[src/rtl/rr_mux_arbiter_pkg.sv]
// Shared definitions for the round-robin mux arbiter: FSM states, select codes,
// requester count and a one-hot helper.
package rr_mux_arbiter_pkg;

   localparam int NREQ = 4;

   typedef enum logic {
      ST_IDLE = 1'b0,
      ST_BUSY = 1'b1
   } state_t;

   localparam logic [1:0] SEL_A = 2'd0;
   localparam logic [1:0] SEL_B = 2'd1;
   localparam logic [1:0] SEL_C = 2'd2;
   localparam logic [1:0] SEL_D = 2'd3;

   function automatic logic [NREQ-1:0] onehot(input logic [1:0] idx);
      return NREQ'(1) << idx;
   endfunction

endpackage

[src/rtl/rr_mux_arbiter_if.sv]
// Requester/output channel bundle of the arbiter. The arbiter uses the slave
// modport; the producer/consumer environment uses the master modport.
interface rr_mux_arbiter_if #(
   parameter int N = 4
);
   import rr_mux_arbiter_pkg::*;

   logic [NREQ-1:0] req;
   logic [N-1:0]    a;
   logic [N-1:0]    b;
   logic [N-1:0]    c;
   logic [N-1:0]    d;
   logic [NREQ-1:0] ack;
   logic [1:0]      sel;
   logic [N-1:0]    out_data;
   logic            out_valid;
   logic            out_ready;

   modport slave (
      input  req, a, b, c, d, out_ready,
      output ack, sel, out_data, out_valid
   );

   modport master (
      output req, a, b, c, d, out_ready,
      input  ack, sel, out_data, out_valid
   );

endinterface

[src/rtl/rr_mux_arbiter_mux4.sv]
// Plain 4:1 N-bit data mux steered by the arbitration winner.
module rr_mux4
   import rr_mux_arbiter_pkg::*;
#(
   parameter int N = 4
) (
   input  logic [1:0]   i_sel,
   input  logic [N-1:0] i_a,
   input  logic [N-1:0] i_b,
   input  logic [N-1:0] i_c,
   input  logic [N-1:0] i_d,
   output logic [N-1:0] o_y
);

   always_comb begin
      o_y = i_a;
      case (i_sel)
         SEL_A:   o_y = i_a;
         SEL_B:   o_y = i_b;
         SEL_C:   o_y = i_c;
         SEL_D:   o_y = i_d;
         default: o_y = i_a;
      endcase
   end

endmodule

[src/rtl/rr_mux_arbiter_pick.sv]
// Combinational round-robin pick: first requester at or after i_ptr (wrapping 3->0).
module rr_pick
   import rr_mux_arbiter_pkg::*;
(
   input  logic [NREQ-1:0] i_req,
   input  logic [1:0]      i_ptr,
   output logic [1:0]      o_win,
   output logic            o_found
);

   logic [NREQ-1:0] w_rot;

   // w_rot[k] is the request at distance k from the pointer; 2-bit index wraps naturally.
   generate
      for (genvar gi = 0; gi < NREQ; gi++) begin : g_rot
         logic [1:0] w_idx;
         assign w_idx       = i_ptr + 2'(gi);
         assign w_rot[gi]   = i_req[w_idx];
      end
   endgenerate

   always_comb begin
      o_found = |w_rot;
      o_win   = i_ptr;
      for (int k = NREQ - 1; k >= 0; k--) begin
         if (w_rot[k]) begin
            o_win = i_ptr + 2'(k);
         end
      end
   end

endmodule

[src/rtl/rr_mux_arbiter.sv]
// Round-robin arbiter sharing one registered valid/ready output among four requesters.
// Optional burst mode (winner keeps priority up to MAX_BURST captures): define RR_ARB_BURST_EN.
module rr_mux_arbiter
   import rr_mux_arbiter_pkg::*;
#(
   parameter int N         = 4,
   parameter int MAX_BURST = 4
) (
   input logic              clk,
   input logic              rst_n,
   rr_mux_arbiter_if.slave  io_bus
);

   localparam int CNT_W = $clog2(MAX_BURST + 1);

`ifdef RR_ARB_BURST_EN
   localparam logic [CNT_W-1:0] BURST_LIMIT = CNT_W'(MAX_BURST);
`else
   localparam logic [CNT_W-1:0] BURST_LIMIT = CNT_W'(1);
`endif

   state_t           r_state;
   state_t           w_state_next;
   logic [1:0]       r_ptr;
   logic [1:0]       w_ptr_next;
   logic [1:0]       r_sel;
   logic [1:0]       w_sel_next;
   logic [N-1:0]     r_data;
   logic [N-1:0]     w_data_next;
   logic [CNT_W-1:0] r_cnt;
   logic [CNT_W-1:0] w_cnt_next;
   logic [CNT_W-1:0] w_cnt_inc;
   logic [1:0]       w_win;
   logic             w_found;
   logic             w_cap;
   logic [N-1:0]     w_mux;
   logic [NREQ-1:0]  w_ack;

   rr_pick u_pick (
      .i_req   (io_bus.req),
      .i_ptr   (r_ptr),
      .o_win   (w_win),
      .o_found (w_found)
   );

   rr_mux4 #(.N(N)) u_mux (
      .i_sel (w_win),
      .i_a   (io_bus.a),
      .i_b   (io_bus.b),
      .i_c   (io_bus.c),
      .i_d   (io_bus.d),
      .o_y   (w_mux)
   );

   always_ff @(posedge clk or negedge rst_n) begin
      if (!rst_n) begin
         r_state <= ST_IDLE;
         r_ptr   <= 2'd0;
         r_sel   <= SEL_A;
         r_data  <= '0;
         r_cnt   <= '0;
      end else begin
         r_state <= w_state_next;
         r_ptr   <= w_ptr_next;
         r_sel   <= w_sel_next;
         r_data  <= w_data_next;
         r_cnt   <= w_cnt_next;
      end
   end

   // In BUSY out_valid is 1, so a capture slot opens exactly when the held word is accepted.
   assign w_cap = (r_state == ST_IDLE) || io_bus.out_ready;

   // r_cnt != 0 means the previous capture belonged to the run of r_sel.
   assign w_cnt_inc = ((w_win == r_sel) && (r_cnt != '0)) ? r_cnt + CNT_W'(1) : CNT_W'(1);

   always_comb begin
      w_state_next = r_state;
      w_ptr_next   = r_ptr;
      w_sel_next   = r_sel;
      w_data_next  = r_data;
      w_cnt_next   = r_cnt;
      w_ack        = '0;
      if (w_cap) begin
         if (w_found) begin
            w_ack        = onehot(w_win);
            w_state_next = ST_BUSY;
            w_sel_next   = w_win;
            w_data_next  = w_mux;
            if (w_cnt_inc >= BURST_LIMIT) begin
               w_ptr_next = w_win + 2'd1;
               w_cnt_next = '0;
            end else begin
               w_ptr_next = w_win;
               w_cnt_next = w_cnt_inc;
            end
         end else begin
            w_state_next = ST_IDLE;
            w_cnt_next   = '0;
         end
      end
   end

   assign io_bus.ack       = w_ack & {NREQ{rst_n}};
   assign io_bus.out_valid = (r_state == ST_BUSY);
   assign io_bus.sel       = r_sel;
   assign io_bus.out_data  = r_data;

endmodule
[src/flat_wrapper.sv]
// flat-port wrapper written by rule: the top's interface ports become plain ports
module rr_mux_arbiter_flat import rr_mux_arbiter_pkg::*;
#(
   parameter int N         = 4,
   parameter int MAX_BURST = 4
)
  (clk, rst_n, io_bus_req, io_bus_a, io_bus_b, io_bus_c, io_bus_d, io_bus_out_ready, io_bus_ack, io_bus_sel, io_bus_out_data, io_bus_out_valid);
  rr_mux_arbiter_if #(.N(N)) io_bus_i ();
  input logic clk;
  input logic rst_n;
  input wire logic [$bits(io_bus_i.req)-1:0] io_bus_req;
  input wire logic [$bits(io_bus_i.a)-1:0] io_bus_a;
  input wire logic [$bits(io_bus_i.b)-1:0] io_bus_b;
  input wire logic [$bits(io_bus_i.c)-1:0] io_bus_c;
  input wire logic [$bits(io_bus_i.d)-1:0] io_bus_d;
  input wire logic [$bits(io_bus_i.out_ready)-1:0] io_bus_out_ready;
  output wire logic [$bits(io_bus_i.ack)-1:0] io_bus_ack;
  output wire logic [$bits(io_bus_i.sel)-1:0] io_bus_sel;
  output wire logic [$bits(io_bus_i.out_data)-1:0] io_bus_out_data;
  output wire logic [$bits(io_bus_i.out_valid)-1:0] io_bus_out_valid;
  assign io_bus_i.req = io_bus_req;
  assign io_bus_i.a = io_bus_a;
  assign io_bus_i.b = io_bus_b;
  assign io_bus_i.c = io_bus_c;
  assign io_bus_i.d = io_bus_d;
  assign io_bus_i.out_ready = io_bus_out_ready;
  assign io_bus_ack = io_bus_i.ack;
  assign io_bus_sel = io_bus_i.sel;
  assign io_bus_out_data = io_bus_i.out_data;
  assign io_bus_out_valid = io_bus_i.out_valid;
  rr_mux_arbiter #(.N(N), .MAX_BURST(MAX_BURST)) u_core (.clk(clk), .rst_n(rst_n), .io_bus(io_bus_i));
endmodule
[config.mk]
export PLATFORM = sky130hd
export DESIGN_NAME = rr_mux_arbiter_flat
export DESIGN_NICKNAME = d
export VERILOG_FILES = /design/src/rtl/rr_mux_arbiter_pkg.sv /design/src/rtl/rr_mux_arbiter_if.sv /design/src/rtl/rr_mux_arbiter_mux4.sv /design/src/rtl/rr_mux_arbiter_pick.sv /design/src/rtl/rr_mux_arbiter.sv /design/src/flat_wrapper.sv
export SDC_FILE = /design/constraint.sdc
export NUM_CORES = 1
export LEC_CHECK = 0
export CORE_MARGIN = 2
export CORE_UTILIZATION = 42
export CTS_CLUSTER_SIZE = 16
export DETAILED_ROUTE_END_ITERATION = 16
export MAX_ROUTING_LAYER = met4
export PLACE_DENSITY = 0.75
export SETUP_SLACK_MARGIN = 0.2
export SYNTH_ARGS = -nofsm -noshare
export SYNTH_HDL_FRONTEND = slang
export SYNTH_SLANG_ARGS = --single-unit
[constraint.sdc]
create_clock -name clk -period 3.89 [get_ports clk]
set_input_delay 1.167 -clock clk [delete_from_list [all_inputs] [get_ports clk]]
set_output_delay 1.167 -clock clk [all_outputs]
set_load 0.02 [all_outputs]
**After elaboration in Yosys (flattened, before gate mapping)**

Index checks and enable logic that the tools add are counted.

- Add/sub/neg operators: 5
- Multipliers: 0
- Divide/modulo/power cells: 0
- Order comparisons: 5
- Eq/ne operators: 4
- Shift-type cells: 1
- Multiplexer cells: 20
- Bitwise operators: 2
- Reduce and logical (&&, ||, !) cells: 6

Operators with widths:

| cell | number |
|---|---|
| case mux 4 bit (4 select lines) | 1 |
| less-than comparator 2 x 3 -> 1 bit, second input constant | 4 |
| two-way mux 2 bit | 5 |
| two-way mux 3 bit | 3 |
| binary-select mux 1 bit (select 2 bit) | 4 |
| two-way mux 4 bit | 2 |
| two-way mux 1 bit | 5 |
| adder 2 x 1 -> 2 bit, second input constant | 2 |
| adder 2 bit, second input constant | 2 |
| AND 4 bit | 1 |
| equality test 2 bit, second input constant | 2 |
| OR reduction 4 bit | 1 |
| << shifter 1 x 2 -> 4 bit, first input constant | 1 |
| adder 3 x 1 -> 3 bit, second input constant | 1 |
| greater-or-equal comparator 3 x 1 -> 1 bit, second input constant | 1 |
| nonzero test 3 bit | 1 |
| equality test 2 x 1 -> 1 bit, second input constant | 1 |
| equality test 2 bit | 1 |
| zero test 2 bit | 1 |
| AND reduction 2 bit | 1 |
| logical AND 1 bit | 1 |
| logical OR 1 bit | 1 |
| NOT 1 bit | 1 |

- Flip-flop bits (word level): 12
- Latch bits: 0
- RAM bits: 0
- ROM bits: 0
- Input bits: 23
- Output and inout port bits: 11
- Word-level logic and storage cells: 48
- Memories kept: 0

**Depth between registers and ports, before layout**

Gate-level depths: netlist of the first run.

- Depth after elaboration: 13
- Gate-level depth with buffers: 10
- Mapped depth without buffers: 9

**Cells and area by module**

A second synthesis of the first run with hierarchy kept.

- Cell total of the unflattened synthesis: 86
- Area, all modules: 825.8 µm²

By module, submodules not included:

| module | instances | cells each | area an instance (µm²) | seq. area each (µm²) |
|---|---|---|---|---|
| rr_mux_arbiter | 1 | 66 | 620.6 | 300.3 |
| rr_mux4 | 1 | 4 | 105.1 | 0.0 |
| rr_pick | 1 | 16 | 100.1 | 0.0 |

**Worst setup path after synthesis of the first run**

OpenSTA, ideal clock, no wires.

- Path type: input to output
- Start: input port io_bus_req[0]
- End: output port io_bus_ack[2]
- Arrival time: 2.678 ns
- Required time: 2.723 ns
- Path slack: 0.045 ns
- Cell stages on the path: 7
- Buffers on the path: 1
- Cells stage by stage: nor2b_1 or4_4 and2_2 clkbuf_1 inv_1 ha_1 and3_1

- Cells in the longest elaborated chain, start to end: 10
- Elaborated cells on any way between the ends: 17
- Those cells by class: 1 x shift; 14 x mux; 1 x bitwise; 1 x reduce/logical

Ends and longest elaborated chain:

| element | line | text |
|---|---|---|
| start, declared | flat_wrapper.sv:11 | `input wire logic [$bits(io_bus_i.req)-1:0] io_bus_req;` |
| binary-select mux 1 bit (select 2 bit) | rr_mux_arbiter_pick.sv:18 | `assign w_rot[gi] = i_req[w_idx];` |
| two-way mux 1 bit (not written as such) | rr_mux_arbiter_pick.sv:18 |  |
| two-way mux 2 bit (3 in series) | rr_mux_arbiter_pick.sv:26 | `if (w_rot[k]) begin` |
| two-way mux 2 bit * | rr_mux_arbiter_pick.sv:26 |  |
| via u_core.u_mux.i_sel[1] | rr_mux_arbiter_mux4.sv:7 | `input logic [1:0] i_sel,` |
| << shifter 1 x 2 -> 4 bit * | rr_mux_arbiter_pkg.sv:18 | `return NREQ'(1) << idx;` |
| two-way mux 4 bit * | rr_mux_arbiter.sv:85 | `if (w_found) begin` |
| two-way mux 4 bit * | rr_mux_arbiter.sv:84 | `if (w_cap) begin` |
| AND 4 bit * | rr_mux_arbiter.sv:104 | `assign io_bus.ack = w_ack & {NREQ{rst_n}};` |
| end, declared | flat_wrapper.sv:17 | `output wire logic [$bits(io_bus_i.ack)-1:0] io_bus_ack;` |

The timed path passes the listed nets; every way through them passes the cells marked *. The select of a mux whose other input is x is not followed.

**Worst setup path after layout of the first run**

- Start: input port io_bus_req[0]
- End: output port io_bus_ack[3]

Same word-level chain as after synthesis.

==> run summary, run 1 <==
Clock Sinks -> 12
Compound-Gate Fraction of Synth Area -> 20.1%
Core area -> 1920 µm²
Synth Flop Type -> dfrtp_1
Post-synthesis adder-cell area fraction -> 10.3%
IO Pins -> 34
CTS tree -> yes
Hold Path Stages -> 2
Async SR Flop Fraction -> 100%
EDFF count, synth -> 0
Synth warn -> 0
PortBufs -> 33
Seq/Total Area, Yosys -> 35.5%
Yosys top cell area share -> 35.5%
First-pass GRT wire length -> 4.21 mm
Number of antenna-violating nets in the routed design -> 0
ANT cells -> 0
Worst setup EP type -> primary output
Worst-case reg-to-reg path depth -> 10
Post-synthesis xor/xnor area fraction -> 0%
Critical Path Slowest Stage Cell -> or4_4
Area leader, netlist -> dfrtp_1
DPL Wire Length -> 1.88 mm
Syn_nets -> 129
# H-tree levels -> 1
Finished Layout Cells -> 183
Crit Path Class -> in -> out
Power Dens Cells -> 532 nW/µm²
Unique masters post-synth -> 33
P&R area growth vs syn -> 75.0%
Share of layout cells above drive strength 1 -> 30.8%
Max Buffers Root-to-Sink -> 2
Cell Area, Synth -> 847 µm²
Vias in the first global route -> 944
Final-report max-slew violation count -> 0
WL per Instance -> 14.4 µm
GRT Total Usage -> 23.0%
Worst Path Required -> 2.72 ns
Fin. Hold Viols -> 0
Peak VDD IR -> 0.000418 V
Initial Util -> 44.1%
Die width -> 48.9 µm
Hold path startpoint -> u_core.io_bus.out_data[0]
Worst slew margin -> 70.9%
Max-cap violations -> 0
WHS Endpoint -> u_core.io_bus.out_data[0]
Crit path time final -> 3.75 ns
Leak -> 0.657 nW
Largest family of logic cells by synthesized area -> simple AND/OR/NAND/NOR gates
Detailed Route Iter0 Violations -> 27
Overflow after GRT -> 0
Worst-case clock skew -> 0.00888 ns
Pre-antenna DRT Iters -> 4
Status -> finished clean
Reg2Reg Launch Point -> u_core.r_ptr[1]
Row cnt -> 16
DRC errors left -> 0
Placed Cells -> 171
Area contributors post-synth -> dfrtp_1 (35%), ha_1 (10%), nand2_1 (5.3%)
Mux contribution to synthesized area -> 0%
Reg-to-reg slack, setup -> 1.42 ns
Via count -> 984
Cts hold-fix bufs -> 0
Worst Path Arrival -> 2.58 ns
RSZ-0062 raised after global routing -> yes
CTS Buf Count -> 3
Worst Max-Slew Pin Slew -> 0.433 ns
Initial antenna violation count -> 0
Crit path max fanout -> 4
R2r endpoint -> u_core.io_bus.out_data[0]
FMAX -> 0.267 GHz
Critical path, cell by cell -> buf_6 > nor2b_4 > or4_4 > and2_4 > inv_4 > ha_4 > and3_4 > buf_6
Die area -> 2390 µm²
Clk root buf -> clkbuf_4
Vias per cell -> 5.38
Cell Area, Placed -> 1360 µm²
Flops & latches, synth -> 12
Final Cell Area -> 1480 µm²
Min-delay worst type -> reg -> reg
Final net count -> 187
Simple-gate share of the synthesized area -> 30.6%
Fin crit share -> 96.4%
Routed WL -> 2.63 mm
Avg Cell Area, Syn -> 8.56 µm²
Worst-path clk slew -> 0.07 ns
Largest net degree at the start of global routing -> 15
Later-pin clock latency in the skew report -> 0.30 ns
Worst path most repeated cell -> buf_6
Startpoint class of the critical path -> input port
GPL Wtd Cong -> 0.880
Final setup vio count -> 0
Max stage delay on crit path -> 0.52 ns
Die height -> 48.9 µm
Post-Synthesis Cells -> 99
through the flow:
stage          hold slack (ns)  TNS [ns]  setup WS (ns)  power [mW]  util, %
3_3_place_gp             0.467     -2.63         -0.695       0.603     70.6
5_1_grt                  0.520         0         0.0978       0.840     77.1
3_5_place_dp             0.476     -2.82         -0.747       0.617     70.6
2_1_floorplan            0.470         0          0.219       0.439        -
6_report                 0.489         0          0.139       0.788     77.1
4_1_cts                  0.493         0          0.121       0.757     75.7
metal layers:
metal / up-vias / global-route usage, % / part of all wire [%] / wire length, µm
met5: - / - / 0 / 0
met2: 38 / 39.5 / 51 / 1330
li1: 478 / - / - / -
met4: 0 / 7.14 / 1.3 / 34
met1: 465 / 26.3 / 41 / 1090
met3: 3 / 5.83 / 6.6 / 174
sequential cells by signal, indices dropped and copies added, names as in the netlist:
signal,flops
u_core.r_cnt,3
u_core.io_bus.out_valid,1
u_core.r_ptr,2
u_core.io_bus.sel,2
u_core.io_bus.out_data,4
worst max path at each step:
stage	startpoint	to	slack [ns]	cells after the start
floorplan	io_bus_req[0]	io_bus_ack[3]	0.22	7
global placement	io_bus_req[3]	io_bus_ack[3]	-0.70	8
detailed placement	io_bus_req[3]	io_bus_ack[3]	-0.75	8
CTS	io_bus_req[0]	io_bus_ack[3]	0.12	8
global route	io_bus_req[0]	io_bus_ack[3]	0.1	8
finish	io_bus_req[0]	io_bus_ack[3]	0.14	8
logic make-up after synthesis:
group                      after synthesis
adders and majority gates                7
DFF                                     12
AOI/OAI and AO/OA                       25
and+or+nand+nor                         47
buffers and inverters                    8
final cells by class:
class	count	area, µm²
multi-input combinational	79	583
clock buffer	4	36.3
inverter	5	21.3
fill	141	439
tap	27	33.8
sequential	12	300
timing repair buffer	56	508
critical path, delay by kind of cell:
family | cells | cell delay, ns
and+or+nand+nor | 4 | 1.00
buffers and inverters | 3 | 0.29
adders and majority gates | 1 | 0.14
synth_stat cells, drive strengths merged (3+ instances only):
library cell / instances
a21oi: 5
a222oi: 4
and2: 4
and3: 5
dfrtp: 12
ha: 7
inv: 5
nand2: 12
nand3: 3
nor2: 6
nor2b: 4
o21ai: 8
layout by cell type, fill, tap and decap left out, types with 4 or more instances in the layout:
cell type / count
a21oi_1: 5
a222oi_1: 4
and3_4: 4
buf_4: 21
buf_6: 8
clkdlybuf4s50_1: 25
dfrtp_1: 12
ha_1: 4
inv_1: 4
nand2_1: 12
nor2_1: 6
o21ai_0: 6
timing repair:
action	4_1_cts	5_1_grt
resized for setup	41	8
endpoints found under the setup margin	4	4
buffers inserted	5	3
pin swaps	3	4
power by group:
group          leakage (nW)  internal, mW  total [mW]  switching (mW)
sequential            0.149         0.162       0.196          0.0346
clock                0.0210        0.0572       0.106          0.0489
combinational         0.486         0.258       0.486           0.228
No activity file was read; power rests on OpenSTA's default activity.
==> inputs of run 2 (changes only) <==
--- a/config.mk
+++ b/config.mk
@@ -5,12 +5,15 @@
 export SDC_FILE = /design/constraint.sdc
 export NUM_CORES = 1
 export LEC_CHECK = 0
+export ABC_AREA = 1
+export ABC_CLOCK_PERIOD_IN_PS = 3890
 export CORE_MARGIN = 2
-export CORE_UTILIZATION = 42
+export CORE_UTILIZATION = 45
+export CTS_CLUSTER_DIAMETER = 40
 export CTS_CLUSTER_SIZE = 16
 export DETAILED_ROUTE_END_ITERATION = 16
 export MAX_ROUTING_LAYER = met4
-export PLACE_DENSITY = 0.75
+export PLACE_DENSITY = 0.76
 export SETUP_SLACK_MARGIN = 0.2
 export SYNTH_ARGS = -nofsm -noshare
 export SYNTH_HDL_FRONTEND = slang
==> run 2 against run 1 <==
Synthesized area up 21%. Worst hold slack worse by 0.0030 ns. Via count up 17%. Synthesized cell count up 53%. Global-route usage up 0.28 points. Sequential share of layout area down 2.4 points. First-iteration DRC count down 19%. Sequential power up 22%. Critical path depth up 8. Final cell count up 28%. Setup slack better by 0.092 ns. Critical endpoint is now io_bus_ack[2].
==> run summary, run 2 <==
Unique masters post-synth -> 19 (was 33)
Worst setup EP type -> primary output (unchanged)
Vias per cell -> 4.90 (was 5.38)
Commonest non-fill, non-tap cell in the layout -> nand2_1 (was clkdlybuf4s50_1)
Fin. Hold Viols -> 0 (unchanged)
Worst Path Required -> 2.72 ns (about the same)
Vias in the first global route -> 1141 (was 944)
Startpoint class of the critical path -> input port (unchanged)
Largest net degree at the start of global routing -> 14 (was 15)
RSZ-0062 raised after global routing -> yes (unchanged)
GPL Wtd Cong -> 0.896 (was 0.880)
Die area -> 2680 µm² (was 2390 µm²)
Worst Path Arrival -> 2.49 ns (was 2.58 ns)
Synth Flop Type -> dfrtp_1 (unchanged)
Row cnt -> 17 (was 16)
Final total power -> 1.75 mW (was 788 µW)
FMAX -> 0.273 GHz (was 0.267 GHz)
Initial Util -> 46.9% (was 44.1%)
Status -> finished clean (unchanged)
Flops & latches, synth -> 12 (unchanged)
ANT cells -> 0 (unchanged)
Post-Synthesis Cells -> 151 (was 99)
Fin crit share -> 94.1% (was 96.4%)
Later-pin clock latency in the skew report -> 0.27 ns (was 0.30 ns)
Overflow after GRT -> 0 (unchanged)
First-pass GRT wire length -> 4.62 mm (was 4.21 mm)
DPL Wire Length -> 1.97 mm (was 1.88 mm)
Die height -> 51.8 µm (was 48.9 µm)
Die width -> 51.8 µm (was 48.9 µm)
IO Pins -> 34 (unchanged)
Most numerous cell in the Yosys netlist -> nand2_1
Routed WL -> 2.89 mm (was 2.63 mm)
Clock Sinks -> 12 (unchanged)
Top cells by count, synth -> nand2_1 (41), inv_1 (25), nand2_2 (18) (was dfrtp_1 (12), nand2_1 (12), o21ai_0 (8))
Async SR Flop Fraction -> 100% (unchanged)
Max-cap violations -> 0 (unchanged)
WL per Instance -> 12.4 µm (was 14.4 µm)
Synth warn -> 0 (unchanged)
Min-delay worst type -> reg -> reg (unchanged)
EDFF count, synth -> 0 (unchanged)
Hold path startpoint -> u_core.io_bus.out_data[3] (was u_core.io_bus.out_data[0])
Crit path time final -> 3.66 ns (was 3.75 ns)
Leak -> 0.850 nW (was 0.657 nW)
Cts hold-fix bufs -> 0 (unchanged)
CTS Buf Count -> 3 (unchanged)
R2r endpoint -> u_core.io_bus.out_data[0] (unchanged)
Share of layout cells above drive strength 1 -> 39.3% (was 30.8%)
Worst-case reg-to-reg path depth -> 16 (was 10)
Final setup vio count -> 0 (unchanged)
Area contributors post-synth -> dfrtp_1 (29%), nand2_1 (15%), nand2_2 (11%) (was dfrtp_1 (35%), ha_1 (10%), nand2_1 (5.3%))
CTS tree -> yes (unchanged)
Worst Max-Slew Pin Slew -> 0.571 ns (was 0.433 ns)
Worst-case clock skew -> 0.00316 ns (was 0.00888 ns)
Max FFs per register -> 4 (unchanged)
Worst-path clk slew -> 0.07 ns (about the same)
Fin util -> 76.6% (was 77.1%)
Number of antenna-violating nets in the routed design -> 0 (unchanged)
WHS -> 0.486 ns (was 0.489 ns)
Final-report max-slew violation count -> 0 (unchanged)
Via count -> 1147 (was 984)
Final net count -> 237 (was 187)
Pre-antenna DRT Iters -> 4 (unchanged)
Max Buffers Root-to-Sink -> 2 (unchanged)
Fill cells -> 174 (was 141)
Reg2Reg Launch Point -> u_core.r_ptr[0] (was u_core.r_ptr[1])
Crit Path Class -> in -> out (unchanged)
Area leader, netlist -> dfrtp_1 (unchanged)
Reg-to-reg slack, setup -> 1.41 ns (was 1.42 ns)
Commonest non-fill, non-tap cells in the layout -> nand2_1 (33), clkdlybuf4s50_1 (25), buf_4 (24) (was clkdlybuf4s50_1 (25), buf_4 (21), nand2_1 (12), dfrtp_1 (12), buf_6 (8))
DRC errors left -> 0 (unchanged)
Core area -> 2190 µm² (was 1920 µm²)
Peak VDD IR -> 0.000920 V (was 0.000418 V)
Hold Path Stages -> 2 (unchanged)
Initial antenna violation count -> 0 (unchanged)
Avg Cell Area, Syn -> 6.80 µm² (was 8.56 µm²)
Syn_nets -> 181 (was 129)
PortBufs -> 33 (unchanged)
Yosys top cell area share -> 29.2% (was 35.5%)
Clk root buf -> clkbuf_4 (unchanged)
# H-tree levels -> 1 (unchanged)
Cell Area, Synth -> 1030 µm² (was 847 µm²)
Detailed Route Iter0 Violations -> 22 (was 27)
WHS Endpoint -> u_core.io_bus.out_data[3] (was u_core.io_bus.out_data[0])
Seq/Total Area, Yosys -> 29.2% (was 35.5%)
P&R area growth vs syn -> 63.5% (was 75.0%)
Setup TNS -> 0 ns (unchanged)
Crit path max fanout -> 4 (unchanged)
GRT Total Usage -> 23.3% (was 23.0%)
Worst slew margin -> 62.0% (was 70.9%)
Power Dens Cells -> 1040 nW/µm² (was 532 nW/µm²)
## run 2: cell types whose count changed in the layout (fill, tap and decap cells not counted), sizes merged, moves of 3 or more
cell,before,now
a21oi,5,1
a222oi,4,0
a22o,0,4
and2,4,0
and3,5,0
inv,5,27
nand2,12,60
nand3,3,11
nor2,6,16
nor2b,4,0
o21ai,8,5
o22ai,0,4
## run 2: repair_timing
action                                  in CTS  in global routing
endpoints found under the setup margin       4                  4
gates resized for setup                     50                 28
endpoints found under the hold margin        0                  0
setup buffers                                2                  4
pin swaps                                   13                 17
gates cloned                                 0                  0
## run 2: kinds of logic (layout without fill, tap and decap cells)
family | Yosys count | after routing | share of synthesized area [%]
DFF | 12 | 12 | 29.2
buffers and inverters | 29 | 84 | 12.8
and+or+nand+nor | 89 | 89 | 40.7
adders and majority gates | 7 | 7 | 8.53
AOI/OAI and AO/OA | 14 | 14 | 8.77
## run 2: how the worst max path moves through the flow
stage / start / to / slack (ns) / cells after the start
finish: io_bus_req[3] / io_bus_ack[2] / 0.23 / 16
global placement: io_bus_req[0] / io_bus_ack[2] / -0.57 / 15
global route: io_bus_req[0] / io_bus_ack[2] / 0.15 / 16
detailed placement: io_bus_req[1] / io_bus_ack[2] / -0.66 / 15
CTS: io_bus_req[1] / io_bus_ack[1] / 0.19 / 15
floorplan: io_bus_req[1] / io_bus_ack[2] / 0.31 / 14
## run 2: cell type report
cell class                 instances  area [µm²]  area share (%)
tap                               28        35.0            2.09
sequential                        12         300            17.9
timing repair buffer              53         483            28.8
inverter                          27         119            7.08
clock buffer                       4        36.3            2.16
multi-input combinational        110         706            42.0
## run 2: metal layers
| metal | global-route usage [%] | routed length [µm] |
|---|---|---|
| met1 | 25.5 | 1190 |
| met5 | - | 0 |
| met4 | 9.21 | 38 |
| met2 | 43.6 | 1570 |
| met3 | 1.72 | 89 |
## run 2: metrics by stage
step | cell area (µm²) | cells | worst slack [ns]
6_report | 1680 | 234 | 0.231
5_1_grt | 1680 | 234 | 0.152
4_1_cts | 1590 | 230 | 0.192
3_5_place_dp | 1480 | 224 | -0.663
3_3_place_gp | 1480 | 224 | -0.573
2_1_floorplan | 1030 | 151 | 0.310
## run 2: power by group
group	switching (mW)	total (mW)	leakage [nW]	internal, mW
clock	0.0404	0.0973	0.0210	0.0569
combinational	0.775	1.42	0.680	0.642
sequential	0.0615	0.239	0.149	0.178
total	0.877	1.75	0.850	0.877
## run 2: worst max-delay path, cell delays in order
cell,delay (ns)
buf_8,0.10
inv_4,0.05
nand2_4,0.05
nand3_4,0.11
nand2_2,0.07
inv_2,0.06
nand2_2,0.05
nand2_2,0.08
nand2_2,0.06
nand2_2,0.08
nand2_4,0.10
inv_4,0.10
ha_4,0.14
inv_2,0.03
nor2_1,0.09
buf_4,0.15
